$ cat src/rtl/log2_fp_pkg.sv
// rtl/log2_fp_pkg.sv - shared parameters, state encoding and result type for the log2 datapath
package log2_fp_pkg;

  localparam int IN_W_DEF   = 32;
  localparam int FRAC_W_DEF = 16;
  localparam int MANT_W_DEF = 16;
  localparam int INT_W_DEF  = $clog2(IN_W_DEF);

  // Sequencer states of the fractional-log2 iterator
  typedef enum logic [1:0] {
    ST_IDLE = 2'd0,
    ST_NORM = 2'd1,
    ST_ITER = 2'd2,
    ST_DONE = 2'd3
  } state_e;

  // Unsigned fixed-point log2 result: integer part above FRAC_W fraction bits
  typedef struct packed {
    logic [INT_W_DEF-1:0]  int_part;
    logic [FRAC_W_DEF-1:0] frac;
  } log2_res_t;

endpackage

$ cat src/rtl/log2_frac_step.sv
// rtl/log2_frac_step.sv - one squaring step producing a single fractional log2 bit
module log2_frac_step
  import log2_fp_pkg::*;
#(
  parameter int MANT_W = MANT_W_DEF
) (
  input  logic [MANT_W-1:0] mant_i,
  output logic [MANT_W-1:0] mant_o,
  output logic              frac_bit_o
);

  logic [2*MANT_W-1:0] sq;
  logic                unused_sq_lsb;

  // Square the 1.x mantissa; a product >= 2 yields a 1 bit and renormalizes by one place
  always_comb begin
    sq         = {{MANT_W{1'b0}}, mant_i} * {{MANT_W{1'b0}}, mant_i};
    frac_bit_o = sq[2*MANT_W-1];
    if (frac_bit_o) begin
      mant_o = sq[2*MANT_W-1 -: MANT_W];
    end else begin
      mant_o = sq[2*MANT_W-2 -: MANT_W];
    end
  end

  // Low product bits fall below the mantissa's precision and are truncated
  assign unused_sq_lsb = ^sq[MANT_W-2:0];

endmodule

$ cat src/rtl/log2_frac_iter.sv
// rtl/log2_frac_iter.sv - normalizes an operand by its clz and iterates fractional log2 bits
module log2_frac_iter
  import log2_fp_pkg::*;
#(
  parameter int IN_W   = IN_W_DEF,
  parameter int FRAC_W = FRAC_W_DEF,
  parameter int MANT_W = MANT_W_DEF,
  localparam int INT_W = $clog2(IN_W)
) (
  input  logic                    clk,
  input  logic                    reset,
  input  logic                    enb,
  input  logic [IN_W-1:0]         i_WORD,
  input  logic [7:0]              i_CLZ,
  input  logic                    i_VALID,
  output logic                    o_READY,
  output logic [INT_W+FRAC_W-1:0] o_LOG2,
  output logic                    o_ZERO,
  output logic                    o_VALID,
  input  logic                    i_READY
);

  localparam int CNT_W = $clog2(FRAC_W) + 1;
  localparam logic [CNT_W-1:0] CNT_LAST = CNT_W'(FRAC_W - 1);

  state_e                    state_q;
  logic [IN_W-1:0]           word_q;
  logic [7:0]                clz_q;
  logic [MANT_W-1:0]         mant_q;
  logic [INT_W-1:0]          int_q;
  logic                      zero_q;
  logic [CNT_W-1:0]          cnt_q;
  logic [FRAC_W-1:0]         frac_q;
  logic                      ready_q;
  logic                      valid_q;
  logic [INT_W+FRAC_W-1:0]   log2_q;
  logic                      zero_out_q;

  logic [IN_W-1:0]           sh_d;
  logic [MANT_W-1:0]         mant_norm_d;
  logic [INT_W-1:0]          int_norm_d;
  logic                      zero_norm_d;
  logic [MANT_W-1:0]         step_mant;
  logic                      step_bit;
  logic [FRAC_W-1:0]         frac_d;
  logic                      unused_sh_lsb;

  // Normalization of the captured operand; shifts of IN_W or more clear the word
  always_comb begin
    sh_d        = word_q << clz_q;
    mant_norm_d = sh_d[IN_W-1 -: MANT_W];
    int_norm_d  = INT_W'(IN_W - 1) - clz_q[INT_W-1:0];
    zero_norm_d = (clz_q >= 8'(IN_W));
    frac_d      = {frac_q[FRAC_W-2:0], step_bit};
  end

  assign unused_sh_lsb = ^sh_d[IN_W-MANT_W-1:0];

  log2_frac_step #(
    .MANT_W (MANT_W)
  ) u_step (
    .mant_i     (mant_q),
    .mant_o     (step_mant),
    .frac_bit_o (step_bit)
  );

  // Sequencer IDLE -> NORM -> ITER (FRAC_W cycles) -> DONE with registered handshake outputs
  always_ff @(posedge clk or posedge reset) begin
    if (reset) begin
      state_q    <= ST_IDLE;
      word_q     <= '0;
      clz_q      <= '0;
      mant_q     <= '0;
      int_q      <= '0;
      zero_q     <= 1'b0;
      cnt_q      <= '0;
      frac_q     <= '0;
      ready_q    <= 1'b1;
      valid_q    <= 1'b0;
      log2_q     <= '0;
      zero_out_q <= 1'b0;
    end else if (enb) begin
      case (state_q)
        ST_IDLE: begin
          if (i_VALID && ready_q) begin
            word_q  <= i_WORD;
            clz_q   <= i_CLZ;
            ready_q <= 1'b0;
            state_q <= ST_NORM;
          end
        end
        ST_NORM: begin
          mant_q  <= mant_norm_d;
          int_q   <= int_norm_d;
          zero_q  <= zero_norm_d;
          cnt_q   <= '0;
          frac_q  <= '0;
          state_q <= ST_ITER;
        end
        ST_ITER: begin
          mant_q <= step_mant;
          frac_q <= frac_d;
          cnt_q  <= cnt_q + 1'b1;
          if (cnt_q == CNT_LAST) begin
            log2_q     <= zero_q ? '0 : {int_q, frac_d};
            zero_out_q <= zero_q;
            valid_q    <= 1'b1;
            state_q    <= ST_DONE;
          end
        end
        ST_DONE: begin
          if (i_READY) begin
            valid_q <= 1'b0;
            ready_q <= 1'b1;
            state_q <= ST_IDLE;
          end
        end
        default: begin
          valid_q <= 1'b0;
          ready_q <= 1'b1;
          state_q <= ST_IDLE;
        end
      endcase
    end
  end

  assign o_READY = ready_q;
  assign o_VALID = valid_q;
  assign o_LOG2  = log2_q;
  assign o_ZERO  = zero_out_q;

endmodule

$ cat config.mk
export PLATFORM = sky130hd
export DESIGN_NAME = log2_frac_iter
export DESIGN_NICKNAME = d
export VERILOG_FILES = /design/src/rtl/log2_fp_pkg.sv /design/src/rtl/log2_frac_step.sv /design/src/rtl/log2_frac_iter.sv
export SDC_FILE = /design/constraint.sdc
export NUM_CORES = 1
export LEC_CHECK = 0
export ABC_AREA = 0
export CAP_MARGIN = 0
export CORE_ASPECT_RATIO = 1.1
export CORE_MARGIN = 2
export CORE_UTILIZATION = 40
export CTS_CLUSTER_SIZE = 16
export DETAILED_ROUTE_END_ITERATION = 8
export GPL_ROUTABILITY_DRIVEN = 0
export MAX_ROUTING_LAYER = met4
export SYNTH_ARGS = -nofsm -noshare
export SYNTH_HDL_FRONTEND = slang
export SYNTH_HIERARCHICAL = 1
export SYNTH_SLANG_ARGS = --single-unit
$ cat constraint.sdc
create_clock -name clk -period 12.13 [get_ports clk]
set_input_delay 3.639 -clock clk [delete_from_list [all_inputs] [get_ports clk]]
set_output_delay 3.639 -clock clk [all_outputs]
set_load 0.03 [all_outputs]
==> results.py <==
metrics = {
    "cells_and_area": {
        "fill_cells": 3234,
        "layout-drive-gt1-share": 0.0833,
        "layout_commonest_cell": "inv_1",
        "syn_to_final_growth_pct": 9.62,
        "diodes": 0,
        "final_cell_mix": "258 x inv_1, 181 x nand2_1, 161 x fa_1, 108 x ha_1, 106 x dfrtp_1",
        "nets": 1750,
    },
    "route": {
        "routedWlPerCell_microns": 16.3,
        "drt_wl_total_mm": 30.5,
        "postRouteAntennaNets": 0,
        "initialDrtViolationCount": 543,
        "drc": 0,
        "vias": 9669,
        "first_pass_iters": 5,
        "avgViaCountPerCell": 5.16,
    },
    "yosys": {
        "netlist_instances": 1417,
        "synthArstFlopShare": 1.00,
        "yosys_warnings": 6,
        "syn-num-nets": 1731,
        "synth_ff_type": "dfrtp_1",
        "seq_area_frac_synth": 0.202,
        "synth_edf_count": 0,
        "avgSynthCellArea_sq_um": 9.43,
        "yosysUniqueCellTypes": 75,
        "ys_seq_elements": 108,
        "netlist_area_sq_um": 13400,
    },
    "setup_path": {
        "worstPathRequired_ns": 12.37,
        "reg2reg_depth": 27,
        "r2r-start": "mant_q[9]",
        "cp_slowest_cell": "dfrtp_1",
        "rrSetupSlack_ns": 4.05,
        "crit_type": "reg -> reg",
        "slowest_delay_ns": 0.82,
        "r2r_end": "mant_q[9]",
        "cp_top_family": "adder cells",
        "cp.arrival_ns": 8.33,
        "setup.worst_path.start_class": "flop",
        "crit_fanout": 35,
        "end_kind": "flop",
        "path_buf_inv": 6,
    },
    "global_routing": {
        "grt_pass1_vias": 10200,
        "antenna_found_initial": 0,
        "track_usage": 0.192,
        "grt_max_degree": 64,
        "gr-total-overflow": 0,
        "grt_pass1_wl_mm": 52.3,
    },
    "die": {
        "die_h_microns": 196,
        "rows": 70,
        "start_util": 0.403,
        "ios": 69,
        "die_x_microns": 178,
        "coreArea_sq_um": 33100,
        "die_area_sq_um": 34900,
    },
    "min_path": {
        "hold_path_class": "reg -> reg",
        "hp-start": "int_q[0]",
        "min_to": "int_q[0]",
        "worstHoldPathCells": 2,
    },
    "timing": {
        "setup_violations": 0,
        "worst_pin_slew_ns": 1.14,
        "tns_ns": 0,
        "drv_slew": 0,
        "fin_crit_ns": 8.08,
        "rsz0062_at_grt": "false",
        "finalHoldViolations": 0,
        "period_share": 0.666,
        "slew_headroom": 0.243,
        "skew_ns": 0.00882,
        "max_freq_mhz": 124,
    },
    "clocking": {
        "cts_resized": 0,
        "cts-buffers-inserted": 9,
        "worstSkewPairLatency_ns": 0.36,
        "clock_path_buffers": 2,
        "holdBufCountCts": 0,
        "cts-root-buf": "clkbuf_16",
        "htreeDepth": 3,
        "clk_pin_slew_ns": 0.08,
        "cts_setup_buffers": 0,
        "cts.sinks": 108,
        "cts_tree": "done",
    },
    "outcome": {
        "status": "finished clean",
    },
    "place": {
        "io_buffer_count": 68,
        "dpl.hpwl_mm": 24.2,
    },
    "flow_run": {
        "drv_cap": 0,
    },
}
per-stage QoR:
stage / cell area, sq um / worst slack, ns / util / std cells / hold WS [ns]
after floorplan: 13400 / 5.12 / - / 1417 / 0.440
after global placement: 14300 / 4.34 / 0.433 / 1857 / 0.460
after detailed placement: 14300 / 4.13 / 0.433 / 1857 / 0.474
after CTS: 14600 / 4.12 / 0.442 / 1873 / 0.491
after global routing: 14600 / 3.59 / 0.442 / 1873 / 0.520
final: 14600 / 4.05 / 0.442 / 1873 / 0.485
cell type report:
cell class | count | area (sq um) | area share
clock buffer | 10 | 239 | 0.0163
clock inverter | 6 | 81.3 | 0.00556
inverter | 261 | 982 | 0.0671
multi-input combinational | 982 | 9370 | 0.640
sequential | 108 | 2710 | 0.185
tap | 432 | 541 | 0.0369
timing repair buffer | 74 | 726 | 0.0496
logic make-up (layout without fill, tap and decap cells):
logic type / count (synthesis) / in the layout / synth area share
multiplexers: 110 / 110 / 0.111
XOR/XNOR: 25 / 25 / 0.0178
AO/OA/AOI/OAI: 181 / 181 / 0.0930
adder cells (fa/ha/maj): 269 / 269 / 0.343
AND/OR/NAND/NOR: 397 / 397 / 0.137
flip-flops: 108 / 108 / 0.202
buffers and inverters: 327 / 351 / 0.0962
state kept, by name, summed over array words and instances (netlist names):
signal   count
word_q      32
o_LOG2      21
mant_q      16
frac_q      15
clz_q        8
cnt_q        5
int_q        5
state_q      2
o_READY      1
o_VALID      1
o_ZERO       1
zero_q       1
worst register-to-register path: stages (launching register included):
cell and delay, ns:
dfrtp_1 0.82, and2_1 0.30, inv_1 0.07, fa_1 0.48, inv_1 0.06, fa_1 0.50
inv_1 0.05, fa_1 0.53, inv_1 0.05, fa_1 0.46, fa_1 0.50, inv_1 0.05
fa_1 0.48, inv_1 0.04, ha_1 0.29, a21oi_1 0.29, a211o_1 0.22, o21bai_1 0.15
o211a_4 0.23, a21oi_4 0.08, a221o_4 0.39, xnor2_4 0.78, o21ai_0 0.26, and4_1 0.23
a21oi_1 0.20, nand2_1 0.11, a211oi_1 0.28, nor4_2 0.08
layer usage:
layer | global-route usage | vias up | routed length, microns
li1 | - | 4623 | -
met1 | 0.260 | 4789 | 13700
met2 | 0.318 | 226 | 15300
met3 | 0.0175 | 31 | 1110
met4 | 0.0352 | 0 | 422
met5 | - | - | 0
synth_stat cells, drive strengths merged (9+ instances only):
cell type  number  area [sq um]
inv           261           980
nand2         181           679
fa            161          3220
ha            108          1350
dfrtp         107          2680
nor2           65           244
mux2           56           631
o21ai          49           245
clkbuf         46           173
a21oi          40           211
and2           37           231
mux2i          31           310
nand3          29           145
nand2b         27           169
mux4           23           548
buf            20           133
nor3           19           100
xnor2          14           141
a211oi         12          90.1
nor2b          11          68.8
xor2           11          96.3
a21o           10          75.1
a221oi          9          97.6
or2             9          56.3
worst max path at each step:
stage | start | end | depth (start not counted)
final | mant_q[9] | mant_q[9] | 27
after global routing | mant_q[9] | mant_q[9] | 27
after CTS | mant_q[9] | mant_q[9] | 27
after detailed placement | mant_q[9] | mant_q[9] | 27
after global placement | mant_q[9] | mant_q[9] | 27
after floorplan | mant_q[14] | mant_q[9] | 29
Power is left out: the tool's default activity adds up to more than one toggle a clock period on the data nets, which glitch-free logic cannot reach.
